[src/rtl/sar_adc_capture.sv]
// sar_adc_capture: receives SAR ADC conversions. It synchronizes the
// asynchronous conversion-done strobe, captures the code on its rising edge,
// optionally converts offset-binary to two's complement, averages over
// 2^AVG_LOG2 conversions, and buffers results in a small FIFO.
//
// Output stream handshake: out_valid is high whenever the FIFO holds at least
// one entry and out_data is the head entry; a transfer (pop) happens on a
// rising clk edge where out_valid && out_ready. out_valid never depends on
// out_ready, and out_ready while out_valid=0 has no effect.
module sar_adc_capture #(
    parameter int N_BIT    = 10,
    parameter int AVG_LOG2 = 0,
    parameter int TWOS     = 1,
    parameter int DEPTH    = 4
) (
    input  logic                     clk,
    input  logic                     rstb,
    input  logic [N_BIT-1:0]         adc_dout,
    input  logic                     adc_ready,
    output logic [N_BIT-1:0]         out_data,
    output logic                     out_valid,
    input  logic                     out_ready,
    output logic                     ovf,
    input  logic                     ovf_clr,
    output logic [$clog2(DEPTH):0]   level
);

    localparam int AW = N_BIT + AVG_LOG2;
    localparam int PW = $clog2(DEPTH);
    localparam int LW = PW + 1;
    localparam int CW = (AVG_LOG2 > 0) ? AVG_LOG2 : 1;
    localparam logic [CW-1:0] CNT_LAST = CW'((1 << AVG_LOG2) - 1);

    // Strobe synchronizer and edge detector
    logic sync1, sync2, sync_d;
    logic capture;

    // Two-flop synchronizer plus a delayed copy for rising-edge detection
    always_ff @(posedge clk or negedge rstb) begin
        if (!rstb) begin
            sync1  <= 1'b0;
            sync2  <= 1'b0;
            sync_d <= 1'b0;
        end else begin
            sync1  <= adc_ready;
            sync2  <= sync1;
            sync_d <= sync2;
        end
    end

    assign capture = sync2 & ~sync_d;

    // Code conversion and accumulation
    logic [N_BIT-1:0]   code;
    logic [AW-1:0]      code_ext;
    logic               sign_bit;
    logic [AW-1:0]      acc;
    logic [AW-1:0]      sum;
    logic signed [AW-1:0] sum_s;
    logic [AW-1:0]      shr_s;
    logic [AW-1:0]      shr_u;
    logic [AW-1:0]      result_full;
    logic [N_BIT-1:0]   result;
    logic [CW-1:0]      cnt;
    logic               last;
    logic               push;

    assign code     = (TWOS != 0) ? {~adc_dout[N_BIT-1], adc_dout[N_BIT-2:0]} : adc_dout;
    assign sign_bit = (TWOS != 0) & code[N_BIT-1];

    generate
        if (AVG_LOG2 == 0) begin : g_noext
            assign code_ext = code;
        end else begin : g_ext
            assign code_ext = {{AVG_LOG2{sign_bit}}, code};
        end
    endgenerate

    // The signed shift is kept in its own assignment so the unsigned branch
    // of the select cannot turn it into a logical shift.
    assign sum         = acc + code_ext;
    assign sum_s       = sum;
    assign shr_s       = sum_s >>> AVG_LOG2;
    assign shr_u       = sum >> AVG_LOG2;
    assign result_full = (TWOS != 0) ? shr_s : shr_u;
    assign result      = result_full[N_BIT-1:0];
    assign last        = (cnt == CNT_LAST);
    assign push        = capture & last;

    // Accumulator and sample counter; the last sample of a group restarts both
    always_ff @(posedge clk or negedge rstb) begin
        if (!rstb) begin
            acc <= '0;
            cnt <= '0;
        end else if (capture) begin
            if (last) begin
                acc <= '0;
                cnt <= '0;
            end else begin
                acc <= sum;
                cnt <= cnt + CW'(1);
            end
        end
    end

    // Output FIFO
    logic [N_BIT-1:0] mem [DEPTH];
    logic [PW-1:0]    wr_ptr, rd_ptr;
    logic [LW-1:0]    count;
    logic             full, pop, wr_en, drop;

    assign full  = (count == LW'(DEPTH));
    assign pop   = out_valid & out_ready;
    // A pop frees the head slot on the same edge, so a full FIFO still accepts
    assign wr_en = push & (~full | pop);
    assign drop  = push & full & ~pop;

    // Storage array; written only on accepted pushes
    always_ff @(posedge clk or negedge rstb) begin
        if (!rstb) begin
            for (int i = 0; i < DEPTH; i++) mem[i] <= '0;
        end else if (wr_en) begin
            mem[wr_ptr] <= result;
        end
    end

    // Pointers and occupancy; pointers wrap naturally since DEPTH is a power of two
    always_ff @(posedge clk or negedge rstb) begin
        if (!rstb) begin
            wr_ptr <= '0;
            rd_ptr <= '0;
            count  <= '0;
        end else begin
            if (wr_en) wr_ptr <= wr_ptr + PW'(1);
            if (pop)   rd_ptr <= rd_ptr + PW'(1);
            case ({wr_en, pop})
                2'b10:   count <= count + LW'(1);
                2'b01:   count <= count - LW'(1);
                default: count <= count;
            endcase
        end
    end

    // Sticky overflow; a drop on the same edge wins over a clear
    always_ff @(posedge clk or negedge rstb) begin
        if (!rstb)        ovf <= 1'b0;
        else if (drop)    ovf <= 1'b1;
        else if (ovf_clr) ovf <= 1'b0;
    end

    assign out_valid = (count != '0);
    assign out_data  = out_valid ? mem[rd_ptr] : '0;
    assign level     = count;

endmodule

[config.mk]
export PLATFORM = sky130hd
export DESIGN_NAME = sar_adc_capture
export DESIGN_NICKNAME = d
export VERILOG_FILES = /design/src/rtl/sar_adc_capture.sv
export SDC_FILE = /design/constraint.sdc
export NUM_CORES = 1
export LEC_CHECK = 0
export ABC_AREA = 1
export CORE_UTILIZATION = 60
export DETAILED_ROUTE_END_ITERATION = 7
export PLACE_DENSITY = 0.9
export SYNTH_ARGS = -nofsm -noshare
export SYNTH_HDL_FRONTEND = slang
export SYNTH_SLANG_ARGS = --single-unit
[constraint.sdc]
create_clock -name clk -period 3.3 [get_ports clk]
set_clock_uncertainty 0.2 [all_clocks]
set_input_delay 0.495 -clock clk [delete_from_list [all_inputs] [get_ports clk]]
set_output_delay 0.495 -clock clk [all_outputs]
set_load 0.01 [all_outputs]
==> impl_metrics.py <==
metrics = {
    "run_status": {
        "status": "completed",
    },
    "sta": {
        "hold_violations": 0,
        "worstMarginPinSlew_ps": 756,
        "min_period_ps": 3130,
        "maxSlewViolCount": 0,
        "post-route-period-util_pct": 94.7,
        "slew-limit-headroom_pct": 49.6,
        "setup_slack_ps": 173,
        "finalSetupTns_ps": 0,
        "fmax_ghz": 0.320,
        "finalSetupViolations": 0,
        "hold_slack_ps": 51.8,
        "rsz0062_at_grt": "false",
    },
    "detailed_routing": {
        "via_count": 2031,
        "firstDrtPassIters": 4,
        "drc": 0,
        "ant_nets": 0,
        "routed_wl_um": 5520,
        "drt_iter0_markers": 195,
        "drt-wirelength-per-cell_um": 15.2,
        "via_per_inst": 5.58,
    },
    "synthesis": {
        "synth_seq_cells": 51,
        "synth-xor-area-share_pct": 0.681,
        "synth_compound_area_share_pct": 21.5,
        "synthDistinctLibCells": 23,
        "synth_area_mm2": 0.00257,
        "synthTopCellsByArea": "dfrtp_1, nand2_1, o21ai_0",
        "syn_area_per_cell_um2": 8.93,
        "netlist_instances": 288,
        "synth_fp_nets": 308,
        "synthSimpleGateAreaFrac_pct": 15.7,
        "ys_seq_area_share_pct": 49.6,
        "synth_top_family_by_area": "compound AO/OA/AOI/OAI gates",
        "synthMuxAreaShare_pct": 0,
        "yosys.area.top_type": "dfrtp_1",
        "synth_fa_ha_area_share_pct": 2.73,
        "synth_top_area_share_pct": 49.6,
        "ys_warn_count": 0,
    },
    "die": {
        "initial_core_util_pct": 63.4,
        "die_width_um": 67.5,
        "core_area_mm2": 0.00406,
        "num_rows": 23,
        "die_h_um": 67.5,
        "die_area_mm2": 0.00455,
        "io_pins": 30,
    },
    "pwr": {
        "leakage_nw": 1.35,
        "powerDensity_mw_per_mm2": 982,
        "p_clk_share_pct": 13.6,
        "p_switching_w": 0.00115,
        "p_sw_share_pct": 40.1,
        "p_seq_share_pct": 37.0,
        "worst_ir_drop_vdd_v": 0.000548,
        "power_frac_comb_pct": 49.4,
        "p_int_w": 0.00172,
        "fin_total_pwr_w": 0.00287,
    },
    "critical_path": {
        "critPathSlowestCell": "dfrtp_1",
        "cp_common_cell": "a21oi_1",
        "reg2reg_slack_ps": 1410,
        "max_stage_delay_ps": 610,
        "worst_path_dominant_cell_family": "buffers and inverters",
        "path_max_fanout": 12,
        "crit_buf_inv": 2,
        "worst-r2r-cell-count": 6,
        "reg2reg_to": "mem[26]$_DFFE_PN0P_",
        "arrival_ps": 2430,
        "reg2reg_from": "sync2$_DFF_PN0_",
        "crit_required_ps": 2600,
        "start_kind": "register",
        "end_kind": "output port",
        "criticalPathCategory": "register to output port",
        "crit_chain": "clkinv_1, a21oi_1, o21ai_0, a21oi_1, clkdlybuf4s50_1",
    },
    "place": {
        "port_buffers": 29,
        "place.gp.congestion": 0.764,
        "dpl.hpwl_um": 3700,
        "place_inst": 356,
        "dpl_worst_slack_ps": 562,
    },
    "clock_tree": {
        "cts_sinks": 51,
        "ctsLongestPathBuffers": 2,
        "cts-resized-gates": 0,
        "htree_levels": 2,
        "cts_setup_buffers": 0,
        "postCtsHoldBufs": 0,
        "cts_tree": "done",
        "cts.reportedPaths.clkPinSlew_ps": 90,
        "clock_latency_ps": 300,
        "cts-root-buf": "clkbuf_8",
        "cts_buffers": 5,
    },
    "global_route": {
        "gr-usage-all-layers_pct": 27.4,
        "grt_pass1_vias": 1803,
        "grt_pass1_wl_um": 8850,
        "overflow": 0,
        "grt_start_max_net_pins": 35,
        "antenna_found_initial": 0,
    },
    "final_layout": {
        "multi_input_area_mm2": 0.00104,
        "layout_common_cells": "nand2_1, dfrtp_1, o21ai_0",
        "drive_above_1_share_pct": 13.1,
        "diodes": 0,
        "seq_area_mm2": 0.00128,
        "final_common_cell": "nand2_1",
        "area_delta_synth_final_pct": 13.7,
        "fill_cells": 309,
        "instances_no_fill": 364,
        "final_nets": 333,
    },
    "job": {
        "drv_cap": 0,
    },
    "hold_path": {
        "hold_class": "input port to async pin",
    },
}
-- through the flow --
step | cell area, um2 | util (%)
finish | 2920 | 72.1
global route | 2920 | 72.1
CTS | 2920 | 72.1
detailed placement | 2820 | 69.6
global placement | 2820 | 69.6
floorplan | 2570 | -
-- registers in the layout, summed over array words and instances, names as in the netlist --
name	cells
rd_ptr	2
sync_d	1
sync2	1
level	3
wr_ptr	2
sync1	1
mem	40
ovf	1
-- cells in the mapped netlist, drive strengths merged --
master / instances
xor2: 2
nand3: 4
nor2: 10
o21a: 2
clkinv: 2
fa: 1
inv: 36
clkbuf: 4
ha: 4
o21ai: 59
dfrtp: 51
a21oi: 32
buf: 9
o22ai: 1
nand2: 71
-- layout make-up --
type / count / area share (%)
Sequential cell: 51 / 43.6
Multi-Input combinational cell: 186 / 35.6
Timing Repair Buffer: 31 / 10.3
Inverter: 38 / 4.88
Clock buffer: 8 / 3.42
Tap cell: 50 / 2.14
-- how the worst max path moves through the flow --
stage / from / slack, ps / endpoint / depth (start not counted)
floorplan: level[0]$_DFFE_PN0P_ / 1540 / out_data[0] / 4
global placement: rd_ptr[1]$_DFFE_PN0P_ / 590 / out_data[0] / 5
detailed placement: rd_ptr[1]$_DFFE_PN0P_ / 560 / out_data[6] / 5
CTS: rd_ptr[1]$_DFFE_PN0P_ / 210 / out_data[9] / 5
global route: rd_ptr[1]$_DFFE_PN0P_ / 8 / out_data[3] / 5
finish: rd_ptr[1]$_DFFE_PN0P_ / 170 / out_data[9] / 5
-- cell families after synthesis --
kind of cell / Yosys count
AOI/OAI and AO/OA: 94
and+or+nand+nor: 85
buffers and inverters: 51
DFF: 51
adders and majority gates: 5
xor gates and xnor gates: 2
-- metal layers --
metal / share of wire, % / global-route usage (%)
met1: 43 / 36.4
met2: 49 / 43.9
met3: 6.6 / 6.59
met4: 1.5 / 8.78
met5: 0 / 0
-- power by group through the flow --
stage                     Sequential, W  Clock, W  Combinational (W)
final                           0.00106  0.000391            0.00142
after global routing            0.00109  0.000417            0.00158
after CTS                       0.00106  0.000394            0.00142
after detailed placement        0.00107         0            0.00141
after global placement          0.00105         0            0.00137
after floorplan                 0.00103         0           0.000940
Note: power is estimated with default switching activity, not from simulation.
==> RTL edit (config.mk and constraints unchanged) <==
Set the parameter `AVG_LOG2` to 1 (it was 0).
--- a/src/rtl/sar_adc_capture.sv
+++ b/src/rtl/sar_adc_capture.sv
@@ -9,7 +9,7 @@
 // out_ready, and out_ready while out_valid=0 has no effect.
 module sar_adc_capture #(
     parameter int N_BIT    = 10,
-    parameter int AVG_LOG2 = 0,
+    parameter int AVG_LOG2 = 1,
     parameter int TWOS     = 1,
     parameter int DEPTH    = 4
 ) (
Formal check against the unedited RTL: not equivalent (Yosys sat finds a counterexample within 4 cycles, from zero or initial values and one cycle with rstb low).
==> RTL edit against the original RTL <==
Area after synthesis rose by 31%. Final area up 33%. Highest routed layer unchanged. Die area increased by 30%. Power is 30% higher. Global-route usage is 1.0 points higher. Routed wire length up 39%. Sequential cell count is 12 higher. Setup slack better by 240 ps.
==> RTL edit: results (changes against the original RTL) <==
Final layout
  • Fin nets: 494 (was 333)
  • Max FFs per register: 40 (unchanged)
  • Layout cells sized above 1: 5.35% (was 13.1%)
  • # diodes: 0 (unchanged)
  • Largest register by flop count: mem (unchanged)

Global routing
  • Initial antenna violation count: 0 (unchanged)
  • GRT Total Usage: 28.4% (was 27.4%)
  • Largest net degree at the start of global routing: 64 (was 35)
  • Global-route wire length before repair: 12900 um (was 8850 um)
  • Vias in the first global route: 2786 (was 1803)

Clock tree
  • Reg clk slew, reported paths: 70 ps (was 90 ps)
  • TritonCTS Buffers: 9 (was 5)
  • Max clock buf depth: 2 (unchanged)
  • Cts repair resizes: 0 (unchanged)
  • CTS Root Cell: clkbuf_8 (unchanged)
  • Post-CTS Setup Inserts: 0 (unchanged)
  • Worst-skew pair later-pin latency: 340 ps (was 300 ps)
  • H-tree levels: 3 (was 2)

Placed design
  • Dpl hpwl: 5340 um (was 3700 um)
  • IO buf count: 29 (unchanged)
  • Placed cell area: 3700 sq um (was 2820 sq um)
  • Gpl congestion: 0.921 (was 0.764)
  • Dpl ws: 665 ps (was 562 ps)

Critical path
  • CP arrival: 2190 ps (was 2430 ps)
  • Crit-path slowest cell: dfrtp_1 (unchanged)
  • Largest stage delay on the critical path: 570 ps (was 610 ps)
  • Delay-heaviest family, CP: buffers and inverters (unchanged)
  • CP Max Fanout: 11 (was 12)

Status
  • Status: finished clean (unchanged)

Min path
  • Worst min path class: input port to asynchronous set/reset pin (unchanged)

Synthesis
  • Cell variety after synth: 21 (was 23)
  • Synth top cells by count: nand2_1 (127), dfrtp_1 (63), nor2_1 (54) (was nand2_1 (68), dfrtp_1 (51), o21ai_0 (38))
  • Register area share after synthesis: 46.9% (was 49.6%)
  • Most frequent cell after synthesis: nand2_1 (unchanged)
  • Synth top area cells: dfrtp_1 (47%), nand2_1 (14%), nand3_1 (6.4%) (was dfrtp_1 (50%), nand2_1 (9.9%), o21ai_0 (7.4%))
  • Synth warn: 0 (unchanged)
  • Post-synth ARST share: 100% (unchanged)
  • Most used DFF post-synth: dfrtp_1 (unchanged)
  • Synth Net Count: 460 (was 308)

Power
  • Maximum vdd ir drop: 0.000470 V (was 0.000548 V)
  • NetSw: 1.58 mW (was 1.15 mW)
  • Leak: 2.02 nW (was 1.35 nW)

Routing
  • Initial DRC count: 308 (was 195)
  • Met2 Wirelength: 3480 um (was 2710 um)
  • Post-Route WL: 7670 um (was 5520 um)
  • Met3 WL: 625 um (was 364 um)
  • M1 WL: 3460 um (was 2360 um)
  • Routed vias: 2976 (was 2031)
  • DR top layer: met4 (unchanged)
  • DR pass1 iterations: 5 (was 4)

STA
  • Slew @ Worst Pin: 789 ps (was 756 ps)
[RTL edit: cell types whose count changed after synthesis, moves of 4 or more]
cell | before | now
nand2_1 | 68 | 127
nor2_1 | 3 | 54
buf_6 | 8 | 4
nand3b_1 | 0 | 4
nand3_1 | 4 | 43
nor2_4 | 7 | 1
a21oi_1 | 32 | 16
o21ai_2 | 20 | 0
o21ai_0 | 38 | 42
xor2_1 | 2 | 8
ha_1 | 4 | 15
dfrtp_1 | 51 | 63
[RTL edit: cell families (layout without fill, tap and decap cells)]
kind of cell | Yosys count | after routing | share of synthesized area, %
and+or+nand+nor | 233 | 233 | 28.7
DFF | 63 | 63 | 46.9
AOI/OAI and AO/OA | 60 | 60 | 9.16
buffers and inverters | 46 | 85 | 6.14
adders and majority gates | 17 | 17 | 6.77
xor gates and xnor gates | 9 | 9 | 2.34
[RTL edit: per-layer routing]
metal  vias to the layer above  track usage (%)
li1                       1452                -
met1                      1381             40.0
met2                       130             42.4
met3                        13             8.10
met4                         0             8.85
met5                         -                0
[RTL edit: cell type report]
class | count | area (sq um)
Timing Repair Buffer | 35 | 330
Tap cell | 70 | 87.6
Sequential cell | 63 | 1580
Clock inverter | 4 | 20.0
Inverter | 34 | 128
Multi-Input combinational cell | 319 | 1580
Clock buffer | 12 | 155
Fill cell | 389 | 1360
[RTL edit: final timing paths]
path	from	endpoint	slack [ps]	depth (start not counted)
worst min-delay path	rstb	acc[7]$_DFFE_PN0N_	90	2
max in group asynchronous	rstb	level[2]$_DFFE_PN0P_	2260	2
min in group clk	sync1$_DFF_PN0_	sync2$_DFF_PN0_	160	0
worst min register to register	sync1$_DFF_PN0_	sync2$_DFF_PN0_	160	0
worst max-delay path	rd_ptr[1]$_DFFE_PN0P_	out_data[0]	420	5
worst max register to register	level[0]$_DFFE_PN0P_	level[2]$_DFFE_PN0P_	870	10
[RTL edit: metrics by stage]
stage / cells / util (%)
2_1_floorplan: 428 / -
3_3_place_gp: 521 / 70.7
6_report: 537 / 74.0
5_1_grt: 537 / 74.0
3_5_place_dp: 521 / 70.7
4_1_cts: 537 / 74.0
[RTL edit: power by group through the flow]
stage          Sequential [mW]  Clock, mW  Combinational (mW)
5_1_grt                   1.35      0.643                2.03
2_1_floorplan             1.26          0                1.21
4_1_cts                   1.30      0.613                1.80
3_3_place_gp              1.30          0                1.74
6_report                  1.31      0.603                1.81
3_5_place_dp              1.32          0                1.78
